### src/rtl/unit_ctrl_pkg.sv
// Shared types and constants for the unit movement controller.
package unit_ctrl_pkg;

  typedef enum logic [1:0] {
    IDLE     = 2'd0,
    UNIT_SEL = 2'd1,
    MOVE     = 2'd2,
    ATTACK   = 2'd3
  } state_t;

  localparam logic [2:0] IDLE0     = 3'd0;
  localparam logic [2:0] IDLE1     = 3'd1;
  localparam logic [2:0] ATK_FIRST = 3'd2;
  localparam logic [2:0] ATK_LAST  = 3'd5;

  localparam int MAP_W_DEF = 20;
  localparam int MAP_H_DEF = 15;

endpackage

### src/rtl/grid_cursor.sv
// Map cursor register: one-tile steps, clamped at the edges, or wrapped
// around when CURSOR_WRAP_EN is defined. Callers assert at most one step.
module grid_cursor
  import unit_ctrl_pkg::*;
#(
  parameter int MAP_W = MAP_W_DEF,
  parameter int MAP_H = MAP_H_DEF,
  parameter int INIT  = 125
) (
  input  logic       clk_25MHz,
  input  logic       rst,
  input  logic       step_up,
  input  logic       step_down,
  input  logic       step_left,
  input  logic       step_right,
  input  logic       load,
  input  logic [8:0] load_pos,
  output logic [8:0] pos
);

  localparam logic [8:0] ROW_STEP = 9'(MAP_W);
  localparam logic [8:0] LAST_COL = 9'(MAP_W - 1);
  localparam logic [8:0] LAST_ROW = 9'(MAP_H - 1);
  localparam logic [8:0] COL_SPAN = 9'(MAP_W * (MAP_H - 1));

  logic [8:0] col;
  logic [8:0] row;
  logic [8:0] pos_d;

  assign col = 9'(pos % MAP_W);
  assign row = 9'(pos / MAP_W);

  always_comb begin
    pos_d = pos;
    if (load) begin
      pos_d = load_pos;
    end else if (step_up) begin
`ifdef CURSOR_WRAP_EN
      pos_d = (row == 9'd0) ? pos + COL_SPAN : pos - ROW_STEP;
`else
      pos_d = (row == 9'd0) ? pos : pos - ROW_STEP;
`endif
    end else if (step_down) begin
`ifdef CURSOR_WRAP_EN
      pos_d = (row == LAST_ROW) ? pos - COL_SPAN : pos + ROW_STEP;
`else
      pos_d = (row == LAST_ROW) ? pos : pos + ROW_STEP;
`endif
    end else if (step_left) begin
`ifdef CURSOR_WRAP_EN
      pos_d = (col == 9'd0) ? pos + LAST_COL : pos - 9'd1;
`else
      pos_d = (col == 9'd0) ? pos : pos - 9'd1;
`endif
    end else if (step_right) begin
`ifdef CURSOR_WRAP_EN
      pos_d = (col == LAST_COL) ? pos - LAST_COL : pos + 9'd1;
`else
      pos_d = (col == LAST_COL) ? pos : pos + 9'd1;
`endif
    end
  end

  always_ff @(posedge clk_25MHz) begin
    if (rst) pos <= 9'(INIT);
    else     pos <= pos_d;
  end

endmodule

### src/rtl/unit_move_ctrl.sv
// Two-unit (knight/wizard) select, move and attack controller for a tile map.
// Optional CURSOR_WRAP_EN makes the cursor wrap at map edges instead of clamping.
module unit_move_ctrl
  import unit_ctrl_pkg::*;
#(
  parameter int MAP_W       = MAP_W_DEF,
  parameter int MAP_H       = MAP_H_DEF,
  parameter int KNIGHT_INIT = 125,
  parameter int WIZARD_INIT = 167,
  parameter int CURSOR_INIT = 125,
  parameter int MOVE_RANGE  = 3
) (
  input  logic       clk_25MHz,
  input  logic       rst,
  input  logic       btn_up,
  input  logic       btn_down,
  input  logic       btn_left,
  input  logic       btn_right,
  input  logic       btn_sel,
  input  logic       btn_cancel,
  input  logic       anim_tick,
  output logic [8:0] selected_pos,
  output logic [8:0] knight_pos,
  output logic [8:0] wizard_pos,
  output logic [2:0] knight_anim,
  output logic [2:0] wizard_anim,
  output logic       busy,
  output logic [1:0] state_dbg
);

  localparam logic [8:0] ROW_STEP = 9'(MAP_W);

  function automatic logic [8:0] col_of(input logic [8:0] p);
    return 9'(p % MAP_W);
  endfunction

  function automatic logic [8:0] row_of(input logic [8:0] p);
    return 9'(p / MAP_W);
  endfunction

  function automatic logic [8:0] abs_diff(input logic [8:0] a, input logic [8:0] b);
    return (a > b) ? a - b : b - a;
  endfunction

  state_t     state_q, state_d;
  logic       actor_q, actor_d;  // 0 = knight, 1 = wizard
  logic [8:0] dest_q, dest_d;
  logic [8:0] knight_d, wizard_d;
  logic [3:0] tick_q, tick_d;
  logic [3:0] atk_q, atk_d;
  logic [2:0] knight_anim_d, wizard_anim_d;
  logic [2:0] idle_frame, atk_frame;

  logic [8:0] actor_pos, other_pos, step_pos, sel_dist;
  logic       accept, do_cancel, do_sel, nav;
  logic       go_up, go_down, go_left, go_right, cur_load;

  assign actor_pos = actor_q ? wizard_pos : knight_pos;
  assign other_pos = actor_q ? knight_pos : wizard_pos;

  // Priority resolve: cancel > sel > up > down > left > right; only while not busy.
  assign accept    = (state_q == IDLE) || (state_q == UNIT_SEL);
  assign do_cancel = accept && btn_cancel;
  assign do_sel    = accept && !btn_cancel && btn_sel;
  assign nav       = accept && !btn_cancel && !btn_sel;
  assign go_up     = nav && btn_up;
  assign go_down   = nav && !btn_up && btn_down;
  assign go_left   = nav && !btn_up && !btn_down && btn_left;
  assign go_right  = nav && !btn_up && !btn_down && !btn_left && btn_right;
  assign cur_load  = do_cancel && (state_q == UNIT_SEL);

  assign sel_dist = abs_diff(col_of(selected_pos), col_of(actor_pos))
                  + abs_diff(row_of(selected_pos), row_of(actor_pos));

  // Path is column first, then row.
  always_comb begin
    if (col_of(actor_pos) < col_of(dest_q))      step_pos = actor_pos + 9'd1;
    else if (col_of(actor_pos) > col_of(dest_q)) step_pos = actor_pos - 9'd1;
    else if (row_of(actor_pos) < row_of(dest_q)) step_pos = actor_pos + ROW_STEP;
    else                                         step_pos = actor_pos - ROW_STEP;
  end

  grid_cursor #(
    .MAP_W (MAP_W),
    .MAP_H (MAP_H),
    .INIT  (CURSOR_INIT)
  ) u_cursor (
    .clk_25MHz  (clk_25MHz),
    .rst        (rst),
    .step_up    (go_up),
    .step_down  (go_down),
    .step_left  (go_left),
    .step_right (go_right),
    .load       (cur_load),
    .load_pos   (actor_pos),
    .pos        (selected_pos)
  );

  always_comb begin
    state_d  = state_q;
    actor_d  = actor_q;
    dest_d   = dest_q;
    knight_d = knight_pos;
    wizard_d = wizard_pos;
    atk_d    = atk_q;
    tick_d   = tick_q + {3'd0, anim_tick};

    case (state_q)
      IDLE: begin
        if (do_sel && selected_pos == knight_pos) begin
          actor_d = 1'b0;
          state_d = UNIT_SEL;
        end else if (do_sel && selected_pos == wizard_pos) begin
          actor_d = 1'b1;
          state_d = UNIT_SEL;
        end
      end
      UNIT_SEL: begin
        if (do_cancel) begin
          state_d = IDLE;
        end else if (do_sel) begin
          if (selected_pos == actor_pos) begin
            state_d = IDLE;
          end else if (selected_pos == other_pos) begin
            if (sel_dist == 9'd1) begin
              state_d = ATTACK;
              atk_d   = 4'd0;
            end
          end else if (sel_dist <= 9'(MOVE_RANGE)) begin
            state_d = MOVE;
            dest_d  = selected_pos;
          end
        end
      end
      MOVE: begin
        if (anim_tick) begin
          if (actor_q) wizard_d = step_pos;
          else         knight_d = step_pos;
          if (step_pos == dest_q) state_d = IDLE;
        end
      end
      ATTACK: begin
        if (anim_tick) begin
          if (atk_q == 4'd15) state_d = IDLE;
          else                atk_d   = atk_q + 4'd1;
        end
      end
      default: state_d = IDLE;
    endcase

    idle_frame    = tick_d[3] ? IDLE1 : IDLE0;
    atk_frame     = ATK_FIRST + {1'b0, atk_d[3:2]};
    knight_anim_d = (state_d == ATTACK && !actor_d) ? atk_frame : idle_frame;
    wizard_anim_d = (state_d == ATTACK &&  actor_d) ? atk_frame : idle_frame;
  end

  always_ff @(posedge clk_25MHz) begin
    if (rst) begin
      state_q     <= IDLE;
      actor_q     <= 1'b0;
      dest_q      <= 9'(KNIGHT_INIT);
      knight_pos  <= 9'(KNIGHT_INIT);
      wizard_pos  <= 9'(WIZARD_INIT);
      tick_q      <= 4'd0;
      atk_q       <= 4'd0;
      knight_anim <= IDLE0;
      wizard_anim <= IDLE0;
      busy        <= 1'b0;
    end else begin
      state_q     <= state_d;
      actor_q     <= actor_d;
      dest_q      <= dest_d;
      knight_pos  <= knight_d;
      wizard_pos  <= wizard_d;
      tick_q      <= tick_d;
      atk_q       <= atk_d;
      knight_anim <= knight_anim_d;
      wizard_anim <= wizard_anim_d;
      busy        <= (state_d == MOVE) || (state_d == ATTACK);
    end
  end

  assign state_dbg = state_q;

endmodule

### config.mk
export PLATFORM = sky130hd
export DESIGN_NAME = unit_move_ctrl
export DESIGN_NICKNAME = d
export VERILOG_FILES = /design/src/rtl/unit_ctrl_pkg.sv /design/src/rtl/grid_cursor.sv /design/src/rtl/unit_move_ctrl.sv
export SDC_FILE = /design/constraint.sdc
export NUM_CORES = 1
export LEC_CHECK = 0
export ABC_AREA = 0
export CORE_MARGIN = 5
export CORE_UTILIZATION = 25
export DETAILED_ROUTE_END_ITERATION = 8
export PLACE_DENSITY = 0.49
export SLEW_MARGIN = 20
export SYNTH_ARGS = -nofsm -noshare
export SYNTH_HDL_FRONTEND = slang
export SYNTH_SLANG_ARGS = --single-unit
### constraint.sdc
create_clock -name clk_25MHz -period 10.2 [get_ports clk_25MHz]
set_input_delay 1.53 -clock clk_25MHz [delete_from_list [all_inputs] [get_ports clk_25MHz]]
set_output_delay 1.53 -clock clk_25MHz [all_outputs]
set_load 0.01 [all_outputs]
==> Yosys cells after proc, flatten, opt, wreduce, memory -nomap -nowiden <==
Cells that the tools add are included.
{ "word_totals": {"output_inout_bits": 36, "input_bits": 9, "wordCells": 146, "register_bits": 54} }
{ "op_classes": {"n_reduce_logical": 34, "n_eq_ne": 25, "div_mod_pow": 6, "add_sub_neg": 16, "muxes": 43, "bitwise_logic": 4, "magnitude_cmp": 6} }
{ "op_table": {"columns": ["operator", "n"], "rows": [
  ["$mux 9", 16],
  ["$div 9x5->32 const B", 3],
  ["$mod 9x5->32 const B", 3],
  ["$eq 9x9->1", 5],
  ["$sub 9x9->9", 4],
  ["$mux 4", 7],
  ["$gt 9x9->1", 3],
  ["$mux 2", 12],
  ["$add 9x1->9 const B", 2],
  ["$add 9x5->9 const B", 2],
  ["$logic_not 9->1", 2],
  ["$lt 9x9->1", 2],
  ["$sub 9x1->9 const B", 2],
  ["$sub 9x5->9 const B", 2],
  ["$logic_and 1x1->1", 16],
  ["$ne 2x2->1 const B", 5],
  ["$ne 5x5->1 const B", 2],
  ["$add 9x9->9", 1],
  ["$eq 9x1->1 const B", 1],
  ["$eq 9x4->1 const B", 1],
  ["$eq 9x5->1 const B", 1],
  ["$le 9x2->1 const B", 1],
  ["$eq 2x2->1 const B", 4],
  ["$pmux 2 s4", 1],
  ["other kinds (21)", 36]
]} }

==> Logic depth before layout (Yosys ltp) <==
{ "logic_depth": {"ltp_word": 15, "depth_mapped": 44, "mapped_depth_nobuf": 40} }

==> Cells and area by module <==
A second synthesis with hierarchy kept.
{ "hier_totals": {"cells_unflattened": 1358, "area_unflattened_um2": 9756.9} }
{ "by_module_without_submodules": {"columns": ["mod", "cells_per_inst", "area_each_um2", "instances", "seq_area_each_um2"], "rows": [
  ["unit_move_ctrl", 1069, 7657.3, 1, 900.9],
  ["grid_cursor", 289, 2099.5, 1, 180.2]
]} }

==> Worst setup path before layout <==
Ideal clock, no wire load.
{ "synth_timing": {"path_type": "reg2reg", "start": "register u_cursor.pos[2]", "end": "register dest_q[4]", "setup_time_ns": 0.130, "arrival_ns": 9.014, "required_ns": 10.070, "path_slack_ns": 1.056, "n_path_buf": 6, "period_less_slack_ns": 9.144, "path_stages_with_launch": 43, "cell_sequence": "dfxtp_1 clkbuf_1 inv_1 ha_1 buf_4 nor4b_4 o21ai_0 ha_1 nand2b_1 o31a_1 a221o_1 buf_2 a311o_1 o21a_1 nor4b_1 a211o_1 a211oi_2 o32a_4 [... 7 more ...] and2_1 clkbuf_1 mux2i_1 and2_1 o21ai_0 xor2_1 ha_1 a21boi_0 o21ai_0 nand2b_1 a21o_1 a21oi_1 xnor2_1 xnor2_1 nor4b_1 buf_2 mux2i_1 nand2_1"} }
{ "synth_via": {"elab_chain_len": 6, "word_cells_on_any_way": 17, "classes_between": "add/sub: 5; div: 2; order compare: 3; eq/ne: 2; mux: 2; bitwise: 2; reduce/logical: 1"} }
{ "synth_rtl": {"columns": ["element", "line_no", "source"], "rows": [
  ["start: declaration", "grid_cursor.sv:18", "output logic [8:0] pos"],
  ["start signal: assignment", "grid_cursor.sv:65", "if (rst) pos <= 9'(INIT);"],
  ["start signal: assignment", "grid_cursor.sv:66", "else pos <= pos_d;"],
  ["$mod 9x5->32 or $div 9x5->32 (tied branches)", "unit_move_ctrl.sv:34, unit_move_ctrl.sv:38", null],
  ["$sub 9x9->9 or $gt 9x9->1 (tied branches)", "unit_move_ctrl.sv:42", "return (a > b) ? a - b : b - a;"],
  ["$mux 9", "unit_move_ctrl.sv:42", null],
  ["$add 9x9->9", "unit_move_ctrl.sv:73", "+ abs_diff(row_of(selected_pos), row_of(actor_pos));"],
  ["$le 9x2->1", "unit_move_ctrl.sv:129", "end else if (sel_dist <= 9'(MOVE_RANGE)) begin"],
  ["$reduce_and 6->1 (no line) (*)", null, null],
  ["end signal: assignment", "unit_move_ctrl.sv:161", "dest_q <= 9'(KNIGHT_INIT);"],
  ["end signal: assignment", "unit_move_ctrl.sv:172", "dest_q <= dest_d;"],
  ["end: declaration", "unit_move_ctrl.sv:47", "logic [8:0] dest_q, dest_d;"]
]} }
Every way passes the cells marked *; elsewhere a longest branch is shown, timed or not.
A chain may end at the register's enable or synchronous reset.

==> Final worst setup path <==
{ "layout_timing": {"start": "register u_cursor.pos[2]", "end": "register dest_q[0]"} }
Same word-level chain as after synthesis.

==> flow_summary.yaml <==
yosys:
  synth.cell_area_um2: 9410
  yosys_warnings: 0
  syn-num-nets: 1385
  ys_ff_latch: 54
  synth_edf_count: 0
  ys_seq_area_share_pct: 11.5
  synthFlopType: "dfxtp_1"
  synthCells: 1295
  ys_async_sr_fraction_pct: 0
  syn_area_per_cell_um2: 7.26
  synth_cell_types: 103
worst_setup_path:
  crit_fanout: 13
  crit_arrival_ps: 9670
  rrSetupSlack_ps: 720
  rr_endpoint: "dest_q[0]$_SDFFE_PP1P_"
  crit_path_start_kind: "flip-flop"
  critPathMaxStageDelay_ps: 690
  cpMaxStageDelayCell: "or4b_2"
  end_kind: "flip-flop"
  r2r-start: "u_cursor.pos[2]$_SDFFE_PP1P_"
  cp.required_ps: 10390
  worst_r2r_path_depth: 37
  worstSetupPathType: "reg -> reg"
clocking:
  clk_pin_slew_ps: 80
  cts_htree_levels: 2
  clock_sink_count: 54
  cts_tree: "done"
  cts_buffer_depth: 2
  worstSkewPairLatency_ps: 300
  cts_root_buf: "clkbuf_16"
  cts_buffers: 5
die:
  fp-row-count: 71
  fp.dieH_um: 204
  design.die.area_um2: 41600
  core_um2: 37400
  die_x_um: 204
  start_util_pct: 25.1
  ioPinCount: 45
place:
  portBuffers: 44
  place_congestion: 0.949
  place_inst: 1809
  dp_hpwl_um: 26800
sta:
  drv_slew: 0
  rsz0062_at_grt: "no"
  fin_crit_sh_pct: 92.9
  setup_viol: 0
  worstMarginPinSlew_ps: 961
  hold_viol: 0
  relSlewSlack_pct: 35.1
  post-route-min-period_ps: 9480
  max_freq_mhz: 106
  fin_worst_skew_ps: 7.63
  setup_tns_ps: 0
detailed_routing:
  drt_pre_antenna_iters: 5
  ant_nets: 0
  wl_per_cell_um: 19.1
  drtIter0Drc: 921
  drt_wl_total_um: 34700
  via_per_inst: 5.45
  num_vias: 9926
  drc: 0
layout:
  area_delta_synth_final_pct: 12.9
  layout.nets: 1399
  drive_gt1_share_pct: 7.94
  antennaDiodeCount: 0
  layout.cells.non_filler: 1821
  final_util_pct: 28.4
global_routing:
  groute.usage.overall_pct: 16.1
  antenna_found_initial: 1
  overflow: 0
  grt_max_degree: 36
  grt_pass1_wl_um: 54200
  grt_pass1_vias: 9349
hold_path:
  hold_path_class: "reg -> reg"
  hold_depth: 2
  whs_endpoint: "tick_q[2]$_SDFF_PP0_"
  hold_start: "tick_q[2]$_SDFF_PP0_"
flow_run:
  drv_cap: 0
outcome:
  status: "completed"
-- flip-flops by register name (all words and copies together), names as in the netlist --
signal	count
knight_anim	3
u_cursor.pos	9
tick_q	4
atk_q	4
knight_pos	9
busy	1
wizard_pos	9
state_dbg	2
wizard_anim	3
actor_q	1
dest_q	9
-- cell families (layout without fill, tap and decap cells) --
group                    after synthesis  after routing  share of synthesized area, %
buffers and inverters                158            173                          7.17
AO/OA/AOI/OAI                        413            413                          30.6
AND/OR/NAND/NOR                      440            440                          24.3
flip-flops                            54             54                          11.5
multiplexers                          44             44                          5.00
XOR/XNOR                              98             98                          9.21
adder cells (fa/ha/maj)               88             88                          12.2
-- layout by cell type (no fill, tap or decap), types with 9 or more instances in the layout --
cell             count
and2_1              11
dfxtp_1             54
xor2_1              24
nand2b_1            17
nand3_1             42
o211ai_1            35
fa_1                 9
o21ai_0             64
nor4_1              14
mux2i_1             33
nand4_1             21
o21a_1              15
nor2b_1             18
a31oi_1             18
nor3_1              34
ha_1                72
buf_4               38
and3_1              12
nor2_1             110
a211oi_1            15
inv_1               74
xnor2_1             72
a21oi_1            101
a21o_1              23
clkdlybuf4s50_1     44
o22ai_1             16
nand2_1             99
-- critical path: cells and delay by family, from the launching register on --
kind,cells,cell delay (ps)
xor+xnor,2,250
simple gates,11,2930
buf+inv,6,1000
fa+ha+maj,4,1320
mux,1,280
flops,1,310
compound gates,13,3260
-- per-stage QoR --
step                hold slack [ps]  setup slack [ps]  instance area [um^2]
floorplan                       484              1060                  9410
global placement                499               503                 10400
detailed placement              513               461                 10400
CTS                             537               428                 10600
global route                    561              65.2                 10600
finish                          524               725                 10600
-- area by class of cell --
type                    count  area, um^2
clock buffers               5         125
clock inverters             3        43.8
fillers                  4090       26800
inverters                  83         317
multi-input cells        1083        7690
flip-flops and latches     54        1080
well taps                 511         639
repair buffers             82         726
-- layer usage --
metal / global-route usage [%] / part of all wire (%) / routed length [um]
met5: 0 / 0 / 0
met4: 2.92 / 1.5 / 531
met3: 2.11 / 5.8 / 2020
met2: 26.0 / 45 / 15700
met1: 23.1 / 48 / 16500
-- cell usage after synthesis (6+ instances only) --
master    number  area, um^2
a21boi_0       7        52.6
nor4_1        14        87.6
xnor2_1       73         639
buf_4          8        60.1
ha_1          72         901
o21ai_0       65         325
clkbuf_1      38         143
nand3b_1       8        60.1
a21oi_1      101         505
buf_1          7        26.3
o21bai_1       7        52.6
buf_2         19        95.1
o211ai_1      35         263
nand2b_1      17         106
a21o_1        23         173
a211oi_1      15         113
and2_1        13        81.3
a31oi_1       18         113
o31ai_1        6        45.0
dfxtp_1       54        1080
nor3_1        34         170
a221oi_1       8        70.1
nand3_1       42         210
fa_1           9         180
nand4_1       21         131
nor2_1       110         413
nor2b_1       18         113
xor2_1        24         210
maj3_1         7        70.1
mux2_2         7        78.8
mux2i_1       34         340
or3_1          9        56.3
o22ai_1       16         100
inv_1         74         278
and3_1        12        75.1
o21a_1        15         113
nand2_1       99         372
-- worst max path at each step --
stage                            startpoint                         to  slack [ps]
2_1_floorplan  u_cursor.pos[2]$_SDFFE_PP1P_     dest_q[4]$_SDFFE_PP1P_        1060
3_3_place_gp   u_cursor.pos[2]$_SDFFE_PP1P_  knight_anim[2]$_SDFF_PP0_         500
3_5_place_dp   u_cursor.pos[2]$_SDFFE_PP1P_  wizard_anim[1]$_SDFF_PP0_         460
4_1_cts        u_cursor.pos[2]$_SDFFE_PP1P_  wizard_anim[1]$_SDFF_PP0_         430
5_1_grt        u_cursor.pos[3]$_SDFFE_PP1P_  knight_anim[2]$_SDFF_PP0_          70
6_report       u_cursor.pos[2]$_SDFFE_PP1P_     dest_q[0]$_SDFFE_PP1P_         720
-- repair_timing --
item                       in CTS  in global routing
buffers inserted                0                  4
hold buffers                    0                  0
setup endpoints to repair       0                 22
gates resized for setup         0                  7
Power is not shown: default switching activity piles up to over one toggle a cycle in this logic, so the estimate is an artifact.
